<file path="config.mk">
export PLATFORM = sky130hd
export DESIGN_NAME = math_adder_multiword_seq
export DESIGN_NICKNAME = d
export VERILOG_FILES = /design/src/rtl/math_adder_multiword_seq.sv
export SDC_FILE = /design/constraint.sdc
export NUM_CORES = 1
export LEC_CHECK = 0
export CORE_MARGIN = 2
export CORE_UTILIZATION = 46
export DETAILED_ROUTE_END_ITERATION = 16
export GPL_TIMING_DRIVEN = 0
export PLACE_DENSITY = 0.86
export SLEW_MARGIN = 40
export SYNTH_ARGS = -nofsm -noshare
export SYNTH_HDL_FRONTEND = slang
export SYNTH_SLANG_ARGS = --single-unit
</file>
<file path="constraint.sdc">
create_clock -name i_clk -period 4 [get_ports i_clk]
set_clock_uncertainty 0.1 [all_clocks]
set_input_delay 0.8 -clock i_clk [delete_from_list [all_inputs] [get_ports i_clk]]
set_output_delay 0.8 -clock i_clk [all_outputs]
set_load 0.05 [all_outputs]
</file>
<file path="src/rtl/math_adder_multiword_seq.sv">
// Multi-cycle wide adder/subtractor: one 32-bit Brent-Kung adder time-shared
// across NUM_WORDS slices, LSW first, carry chained through a register.
// Ports: i_clk, i_rst_n (async, active-low); request i_valid/o_ready with
//   i_a, i_b (W bits), i_c (carry-in, ignored on subtract), i_sub (1: A-B);
//   response o_valid/i_ready with o_sum (W bits), o_carry (1 = no borrow on sub).
// Optional: define MATH_ADDER_MULTIWORD_SEQ_OVERFLOW_EN to add o_overflow,
//   the signed two's-complement overflow of the full-width result.

module math_adder_brent_kung_032 (
    input  logic [31:0] i_a,
    input  logic [31:0] i_b,
    input  logic        i_c,
    output logic [31:0] ow_sum,
    output logic        ow_carry
);
    logic [31:0] w_p;
    logic [31:0] w_gp;
    logic [31:0] w_pp;

    always_comb begin
        w_p  = i_a ^ i_b;
        w_pp = w_p;
        w_gp = i_a & i_b;
        // Fold carry-in into bit 0 so every prefix G is a true carry-out.
        w_gp[0] = w_gp[0] | (w_p[0] & i_c);
        // Up-sweep: build spans of 2, 4, 8, 16, 32 bits.
        for (int d = 0; d < 5; d++) begin
            for (int i = (2 << d) - 1; i < 32; i += (2 << d)) begin
                w_gp[i] = w_gp[i] | (w_pp[i] & w_gp[i - (1 << d)]);
                w_pp[i] = w_pp[i] & w_pp[i - (1 << d)];
            end
        end
        // Down-sweep: fill in the remaining prefixes.
        for (int d = 3; d >= 0; d--) begin
            for (int i = (3 << d) - 1; i < 32; i += (2 << d)) begin
                w_gp[i] = w_gp[i] | (w_pp[i] & w_gp[i - (1 << d)]);
                w_pp[i] = w_pp[i] & w_pp[i - (1 << d)];
            end
        end
        ow_sum   = w_p ^ {w_gp[30:0], i_c};
        ow_carry = w_gp[31];
    end
endmodule

module math_adder_multiword_seq #(
    parameter int NUM_WORDS = 4,
    parameter int WORD_W    = 32
) (
    input  logic                    i_clk,
    input  logic                    i_rst_n,
    input  logic                    i_valid,
    output logic                    o_ready,
    input  logic [32*NUM_WORDS-1:0] i_a,
    input  logic [32*NUM_WORDS-1:0] i_b,
    input  logic                    i_c,
    input  logic                    i_sub,
    output logic                    o_valid,
    input  logic                    i_ready,
    output logic [32*NUM_WORDS-1:0] o_sum,
    output logic                    o_carry
`ifdef MATH_ADDER_MULTIWORD_SEQ_OVERFLOW_EN
    ,
    output logic                    o_overflow
`endif
);
    localparam int IW = (NUM_WORDS > 1) ? $clog2(NUM_WORDS) : 1;

    if (WORD_W != 32) begin : g_bad_word_w
        $error("WORD_W must be 32 to match the adder instance");
    end
    if (NUM_WORDS < 1) begin : g_bad_num_words
        $error("NUM_WORDS must be at least 1");
    end

    typedef enum logic [1:0] {
        S_IDLE,
        S_RUN,
        S_DONE
    } state_t;

    state_t                           r_state;
    state_t                           w_next;
    logic [NUM_WORDS-1:0][WORD_W-1:0] r_a;
    logic [NUM_WORDS-1:0][WORD_W-1:0] r_b;
    logic [NUM_WORDS-1:0][WORD_W-1:0] r_sum;
    logic [IW-1:0]                    r_idx;
    logic                             r_cy;
    logic                             r_carry;
    logic [WORD_W-1:0]                w_wa;
    logic [WORD_W-1:0]                w_wb;
    logic [WORD_W-1:0]                w_sum;
    logic                             w_cy;
    logic                             w_last;
    logic                             w_acc;

    assign w_wa   = r_a[r_idx];
    assign w_wb   = r_b[r_idx];
    assign w_last = (r_idx == IW'(NUM_WORDS - 1));
    assign w_acc  = i_valid && (r_state == S_IDLE);

    math_adder_brent_kung_032 u_add (
        .i_a      (w_wa),
        .i_b      (w_wb),
        .i_c      (r_cy),
        .ow_sum   (w_sum),
        .ow_carry (w_cy)
    );

    always_ff @(posedge i_clk or negedge i_rst_n) begin
        if (!i_rst_n) begin
            r_state <= S_IDLE;
        end else begin
            r_state <= w_next;
        end
    end

    always_comb begin
        w_next  = r_state;
        o_ready = 1'b0;
        o_valid = 1'b0;
        unique case (r_state)
            S_IDLE: begin
                o_ready = 1'b1;
                if (i_valid) w_next = S_RUN;
            end
            S_RUN: begin
                if (w_last) w_next = S_DONE;
            end
            S_DONE: begin
                o_valid = 1'b1;
                if (i_ready) w_next = S_IDLE;
            end
            default: w_next = S_IDLE;
        endcase
    end

    // Subtract is A + ~B + 1, so the inversion and carry seed happen at capture.
    always_ff @(posedge i_clk or negedge i_rst_n) begin
        if (!i_rst_n) begin
            r_a     <= '0;
            r_b     <= '0;
            r_sum   <= '0;
            r_idx   <= '0;
            r_cy    <= 1'b0;
            r_carry <= 1'b0;
        end else if (w_acc) begin
            r_a   <= i_a;
            r_b   <= i_sub ? ~i_b : i_b;
            r_cy  <= i_sub | i_c;
            r_idx <= '0;
        end else if (r_state == S_RUN) begin
            r_sum[r_idx] <= w_sum;
            r_cy         <= w_cy;
            r_idx        <= r_idx + 1'b1;
            if (w_last) r_carry <= w_cy;
        end
    end

    assign o_sum   = r_sum;
    assign o_carry = r_carry;

`ifdef MATH_ADDER_MULTIWORD_SEQ_OVERFLOW_EN
    logic r_ovf;
    logic w_ovf;

    // Same-sign operands producing a different-sign result.
    assign w_ovf = (w_wa[WORD_W-1] == w_wb[WORD_W-1])
                && (w_sum[WORD_W-1] != w_wa[WORD_W-1]);

    always_ff @(posedge i_clk or negedge i_rst_n) begin
        if (!i_rst_n) begin
            r_ovf <= 1'b0;
        end else if ((r_state == S_RUN) && w_last) begin
            r_ovf <= w_ovf;
        end
    end

    assign o_overflow = r_ovf;
`endif
endmodule

</file>
==> results of run 1 <==
[per-layer routing]
metal | track usage | up-vias | routed length (um)
met2 | 0.502 | 762 | 30000
met1 | 0.366 | 7364 | 23400
met3 | 0.0630 | 159 | 4950
met5 | 0 | - | 53
met4 | 0.107 | 8 | 2020
li1 | - | 6599 | -
[cell type report]
class | count | area, sq um
inverters | 20 | 75.1
clock inverters | 14 | 209
flip-flops and latches | 390 | 9760
plain buffers | 109 | 624
multi-input cells | 1205 | 8200
diodes | 2 | 5.00
clock buffers | 59 | 1230
fillers | 2936 | 14000
repair buffers | 411 | 4170
well taps | 518 | 648
[critical path, delay by kind of cell (launching register included)]
kind / cells / cell delay, ns
AOI/OAI and AO/OA: 7 / 1.30
xor gates and xnor gates: 1 / 0.31
adders and majority gates: 2 / 0.80
muxes: 1 / 0.42
buffers and inverters: 2 / 0.56
DFF: 1 / 0.45
[cells by family (layout without fill, tap and decap cells)]
kind of cell / count (synthesis) / count (layout) / share of synthesized area
xor+xnor: 143 / 143 / 0.0687
buf+inv: 129 / 613 / 0.0329
flops: 390 / 390 / 0.535
mux: 108 / 108 / 0.106
simple gates: 642 / 642 / 0.135
other cells: 0 / 2 / 0
compound gates: 261 / 261 / 0.0802
fa+ha+maj: 51 / 51 / 0.0420
[power by group through the flow]
stage / combinational (mW) / sequential, mW / clock [mW]
floorplan: 7.24 / 8.79 / 0
global placement: 14.1 / 6.89 / 0
detailed placement: 14.6 / 6.99 / 0
CTS: 15.8 / 6.96 / 4.08
global route: 17.5 / 7.17 / 4.25
finish: 16.4 / 7.00 / 4.06
[cell usage in the layout, fill, tap and decap left out, types with 8 or more instances in the layout]
cell type	n
o21ai_1	16
buf_4	19
dfrtp_1	390
a21oi_1	9
xnor2_4	9
clkbuf_1	40
clkdlybuf4s50_1	390
inv_1	19
nor2_1	8
o21ai_0	197
clkbuf_16	43
buf_2	58
mux4_2	64
nand2_1	617
o21ai_2	14
xnor2_1	129
clkbuf_8	13
ha_1	30
fa_2	10
mux2_2	39
[metrics by stage]
stage | area, sq um | instances
after global routing | 24900 | 2726
after global placement | 22800 | 2633
after CTS | 24800 | 2723
after detailed placement | 23000 | 2638
after floorplan | 18300 | 1724
final | 24900 | 2728
[synth_stat cells (3+ instances only)]
cell	count	area, sq um
nand4_1	3	18.8
clkbuf_1	39	146
fa_1	17	340
a211oi_2	3	37.5
a21o_1	3	22.5
buf_2	64	320
a21oi_1	9	45.0
buf_4	3	22.5
dfrtp_1	390	9760
xnor2_1	138	1210
xor2_1	5	43.8
nand2_1	617	2320
inv_1	20	75.1
ha_1	34	425
mux2_2	44	495
o21ai_0	222	1110
a21oi_2	3	26.3
a211oi_1	3	22.5
mux4_2	64	1440
nor2_1	9	33.8
o21ai_1	3	15.0
[flip-flops by register name, summed over array words and instances (netlist names)]
name / cells
o_sum: 128
r_b: 128
r_state: 2
r_a: 128
r_idx: 2
o_carry: 1
r_cy: 1
[timing repair]
item,in CTS,in global routing
cloned,0,0
buffers inserted,12,3
resized for setup,61,48
setup endpoints to repair,102,76
pin swaps,25,27
[worst max-delay path by stage]
stage,slack (ns),to,cells past startpoint
2_1_floorplan,0.01,o_sum[118],15
3_3_place_gp,-14.15,r_b[22],1
3_5_place_dp,-1.19,o_sum[87],15
4_1_cts,-0.07,o_sum[23],16
5_1_grt,-0.23,o_sum[61],17
6_report,-0.1,o_sum[55],13
==> out/results.ini, run 1 <==
[outcome]
status=finished, violations left
violations=setup timing

[grt]
grt_max_degree=80
grt_first_pass_wirelength_um=90600
antenna_found_initial=6
grt_overflow=0
grt_pass1_vias=15600
track_usage=0.293

[cts]
cts-root-buf=clkbuf_16
clk_pin_slew_worst_paths_ns=0.06
h-tree-depth=2
numCtsBuffers=41
cts_sinks=390
clockBufferDepth=3
worstSkewPairLatency_ns=0.55
cts_tree=done
hold_buffers=0

[floorplan]
rows=72
die_y_um=203
coreArea_sq_um=38900
start_util=0.469
die-area_sq_um=41300
io_pins=393
fp.dieW_um=203

[critical_path]
crit_type=register to register
crit_start=r_idx[1]
start_kind=register
cpPeakStageDelay_ns=0.45
required_ns=4.32
ff2ff_path_depth=13
cp_max_fo=10
critical_path_arrival_ns=4.42
timing.rr.end=o_sum[55]
worstPathCellList=buf_4 -> buf_4 -> mux4_2 -> fa_2 -> a211oi_2 -> o21ai_2 -> o211ai_4 -> a21oi_4 -> a2bb2oi_2 -> a31o_1 -> fa_2 -> xnor2_4 -> o21ai_1
reg2reg_from=r_idx[1]
cp-end-kind=register
slowest_stage=dfrtp_1
r2r_slack_ns=-0.1

[timing]
fmax_mhz=244
hold_viol_final=0
rsz0062_at_grt=yes
hold_slack_ns=0.0118
slew_headroom=0.535
finalCriticalPeriod_ns=4.10
setup_viol=31
timing.final.crit_share=1.02
drv_slew=0
worst_slew_pin_slew_ns=0.697
fin_ws_ns=-0.0981
setup_tns_ns=-1.53

[routing]
drc_errors=0
routedWlPerCell_um=22.1
ant_nets=0
viasPerCell=5.46
drt-initial-drc-count=1106
postRouteWirelength_um=60400
vias=14900
dr.pass1.iters=5

[pwr]
max-vdd-ir-drop_mv=0.531
switching_share=0.464
leakagePower_nw=11.1
p_switching_mw=12.8
power.density_nw_per_um2=1100
p_seq_frac=0.255
p_total_mw=27.5
clkPwrFrac=0.148
p_int_mw=14.7
pwr-share-comb=0.597

[place]
place_congestion=0.904
portBuffers=391
dp_hpwl_um=45800
place_ws_ns=-1.19

[worst_hold_path]
hp-class=input pin to asynchronous set/reset pin

[synth]
synth.distinct_cells=45
avgSynthCellArea_sq_um=10.6
ys_ff_latch=390
synth-edff-count=0
synth_nets=2037
synth-main-ff-cell=dfrtp_1
synth-async-reset-ratio=1.00
syn_inst=1724
netlist_area_sq_um=18200
seq_area_frac_synth=0.535
ys_warn_count=0

[cells_and_area]
synthToLayoutAreaGrowth_pct=36.6
utilization=0.640
nNetsFinal=2491
layout-drive-gt1-share=0.150

[job]
maxCapViolCount=0

(Power assumes the default switching activity.)
==> run 2, diff against run 1 <==
--- a/config.mk
+++ b/config.mk
@@ -5,11 +5,12 @@
 export SDC_FILE = /design/constraint.sdc
 export NUM_CORES = 1
 export LEC_CHECK = 0
+export ABC_AREA = 1
 export CORE_MARGIN = 2
-export CORE_UTILIZATION = 46
+export CORE_UTILIZATION = 47
 export DETAILED_ROUTE_END_ITERATION = 16
 export GPL_TIMING_DRIVEN = 0
-export PLACE_DENSITY = 0.86
+export PLACE_DENSITY = 0.87
 export SLEW_MARGIN = 40
 export SYNTH_ARGS = -nofsm -noshare
 export SYNTH_HDL_FRONTEND = slang
==> constraint.sdc (replaced) <==
create_clock -name i_clk -period 4 [get_ports i_clk]
set_clock_uncertainty 0.1 [all_clocks]
set_input_delay 0.8 -clock i_clk [delete_from_list [all_inputs] [get_ports i_clk]]
set_output_delay 0.8 -clock i_clk [all_outputs]
set_load 0.005 [all_outputs]
==> out/results.ini, run 2 <==
[outcome]
status=complete, no violations

[cells_and_area]
synthToLayoutAreaGrowth_pct=34.6
layout_common_cells=839 x nand2_1, 390 x clkdlybuf4s50_1, 389 x dfrtp_1
antenna_cells=0
layout-drive-gt1-share=0.0843
stdcell_count=3162
nNetsFinal=2925
final_common_cell=nand2_1

[floorplan]
fp.dieW_um=203
die-area_sq_um=41200
start_util=0.479
coreArea_sq_um=38900
io_pins=393
rows=72
die_y_um=203

[cts]
cts-root-buf=clkbuf_16
clk_pin_slew_worst_paths_ns=0.07
numCtsBuffers=41
clockBufferDepth=3
cts_sinks=390
cts_tree=done
h-tree-depth=2
worstSkewPairLatency_ns=0.54

[grt]
antenna_found_initial=0
grt_overflow=0
grt_first_pass_wirelength_um=104000
track_usage=0.332
grt_pass1_vias=17900
grt_max_degree=81

[pwr]
p_seq_frac=0.271
p_int_mw=13.7
pwr-share-comb=0.574
power.density_nw_per_um2=1040
leakagePower_nw=11.8
switching_share=0.474
clkPwrFrac=0.156
p_switching_mw=12.4
max-vdd-ir-drop_mv=0.628

[synth]
ys_warn_count=0
seq_area_frac_synth=0.524
synthTopCellsByArea=dfrtp_1 52%, nand2_1 17%, o21ai_0 7.7%, xnor2_1 6.3%, nor2_1 2.4%
synth-edff-count=0
yosysTopAreaCell=dfrtp_1
synth-simple-area-share=0.202
yosys.area_share.xor_xnor=0.0672
yosys-top-cells-count=842 x nand2_1, 390 x dfrtp_1, 288 x o21ai_0, 133 x xnor2_1, 120 x nor2_1
ys_ff_latch=390
synth-main-ff-cell=dfrtp_1
synth_fa_ha_area_frac=0.0411
syn_inst=2169
synth-async-reset-ratio=1.00
avgSynthCellArea_sq_um=8.59
synth.distinct_cells=34
synth_top_family_by_area=simple AND/OR/NAND/NOR gates
synthMuxAreaShare=0
synth_compound_area_frac=0.114
synth_nets=2482
synth_top_area_share=0.524
synth_most_common_cell=nand2_1
netlist_area_sq_um=18600

[routing]
drc_errors=0
dr.pass1.iters=5
ant_nets=0
vias=17600
routedWlPerCell_um=21.6
drt-initial-drc-count=1673
postRouteWirelength_um=68100
viasPerCell=5.56

[timing]
hold_viol_final=0
fmax_mhz=259
slew_headroom=0.471
finalCriticalPeriod_ns=3.86
worst_slew_pin_slew_ns=0.790
setup_viol=0
drv_slew=0
timing.final.crit_share=0.964
hold_slack_ns=0.0695

[place]
numPlacedInstances=3083
portBuffers=391
dp_hpwl_um=50800
place_congestion=0.944

[critical_path]
crit_type=register to register
required_ns=4.35
r2r_slack_ns=0.14
critical_path_arrival_ns=4.21
timing.rr.end=o_sum[54]
start_kind=register
cp-end-kind=register
ff2ff_path_depth=19
reg2reg_from=r_idx[0]
cp_max_fo=10

[job]
maxCapViolCount=0

[worst_hold_path]
hp-class=input pin to asynchronous set/reset pin

[run 2: through the flow]
| stage | setup TNS [ns] | worst slack (ns) | power (mW) | util | area [sq um] |
|---|---|---|---|---|---|
| floorplan | 0 | 0.549 | 14.3 | - | 18600 |
| global placement | -5604.15 | -14.29 | 20.3 | 0.596 | 23200 |
| detailed placement | -49.60 | -0.845 | 21.0 | 0.600 | 23400 |
| CTS | 0 | 0.00225 | 25.5 | 0.641 | 25000 |
| global route | -0.000383 | -0.000383 | 27.7 | 0.644 | 25100 |
| finish | 0 | 0.143 | 26.1 | 0.644 | 25100 |
[run 2: power groups by stage]
stage | Combinational, mW | Sequential, mW | Clock [mW]
2_1_floorplan | 7.59 | 6.74 | 0
3_3_place_gp | 13.3 | 7.00 | 0
4_1_cts | 14.4 | 7.00 | 4.06
3_5_place_dp | 14.0 | 7.04 | 0
6_report | 14.9 | 7.06 | 4.06
5_1_grt | 16.3 | 7.21 | 4.24
[run 2: final cells by class]
cell class                      instances  area, sq um
Fill cell                            3133        13800
Sequential cell                       390         9760
Multi-Input combinational cell       1578         8060
Timing Repair Buffer                  402         4100
Clock buffer                           58         1180
Buffer                                134          822
Tap cell                              518          648
Inverter                               65          254
Clock inverter                         17          246
[run 2: what timing repair did]
action                                  in CTS  in global routing
endpoints found under the setup margin     105                 68
cloned                                       0                  0
setup buffers                                2                  4
pin swaps                                    2                  6
resized for setup                           50                 38
hold endpoints to repair                     0                  0
hold buffers                                 0                  0
[run 2: cell families after synthesis]
logic type / after synthesis
DFF: 390
adders and majority gates: 51
and+or+nand+nor: 985
AOI/OAI and AO/OA: 399
buffers and inverters: 201
xor gates and xnor gates: 143
[run 2: critical path: stages (launching register included)]
cell	delay (ns)
dfrtp_1	0.40
buf_8	0.17
inv_8	0.09
buf_8	0.18
buf_6	0.18
nor2_1	0.06
o22ai_1	0.29
ha_1	0.35
nand2_1	0.09
nand2_1	0.06
nand2_1	0.05
nand2_1	0.04
a21oi_1	0.21
nand2_4	0.12
a21o_1	0.21
nand3_1	0.08
nand2_1	0.08
fa_2	0.65
inv_1	0.12
o21ai_0	0.19
[run 2: worst max path at each step]
stage,start,to,depth (start not counted)
global route,r_idx[1],o_sum[54],17
CTS,r_idx[1],o_sum[63],21
detailed placement,r_idx[1],o_sum[23],20
finish,r_idx[0],o_sum[54],19
floorplan,r_idx[1],o_sum[127],22
global placement,i_rst_n,r_b[21],1
[run 2: metal layers]
metal  global-route usage  up-vias  part of all wire
met3               0.0684      225              0.10
li1                     -     7794                 -
met4                0.165        0             0.055
met2                0.548     1121              0.47
met5                    0        -                 0
met1                0.416     8451              0.38
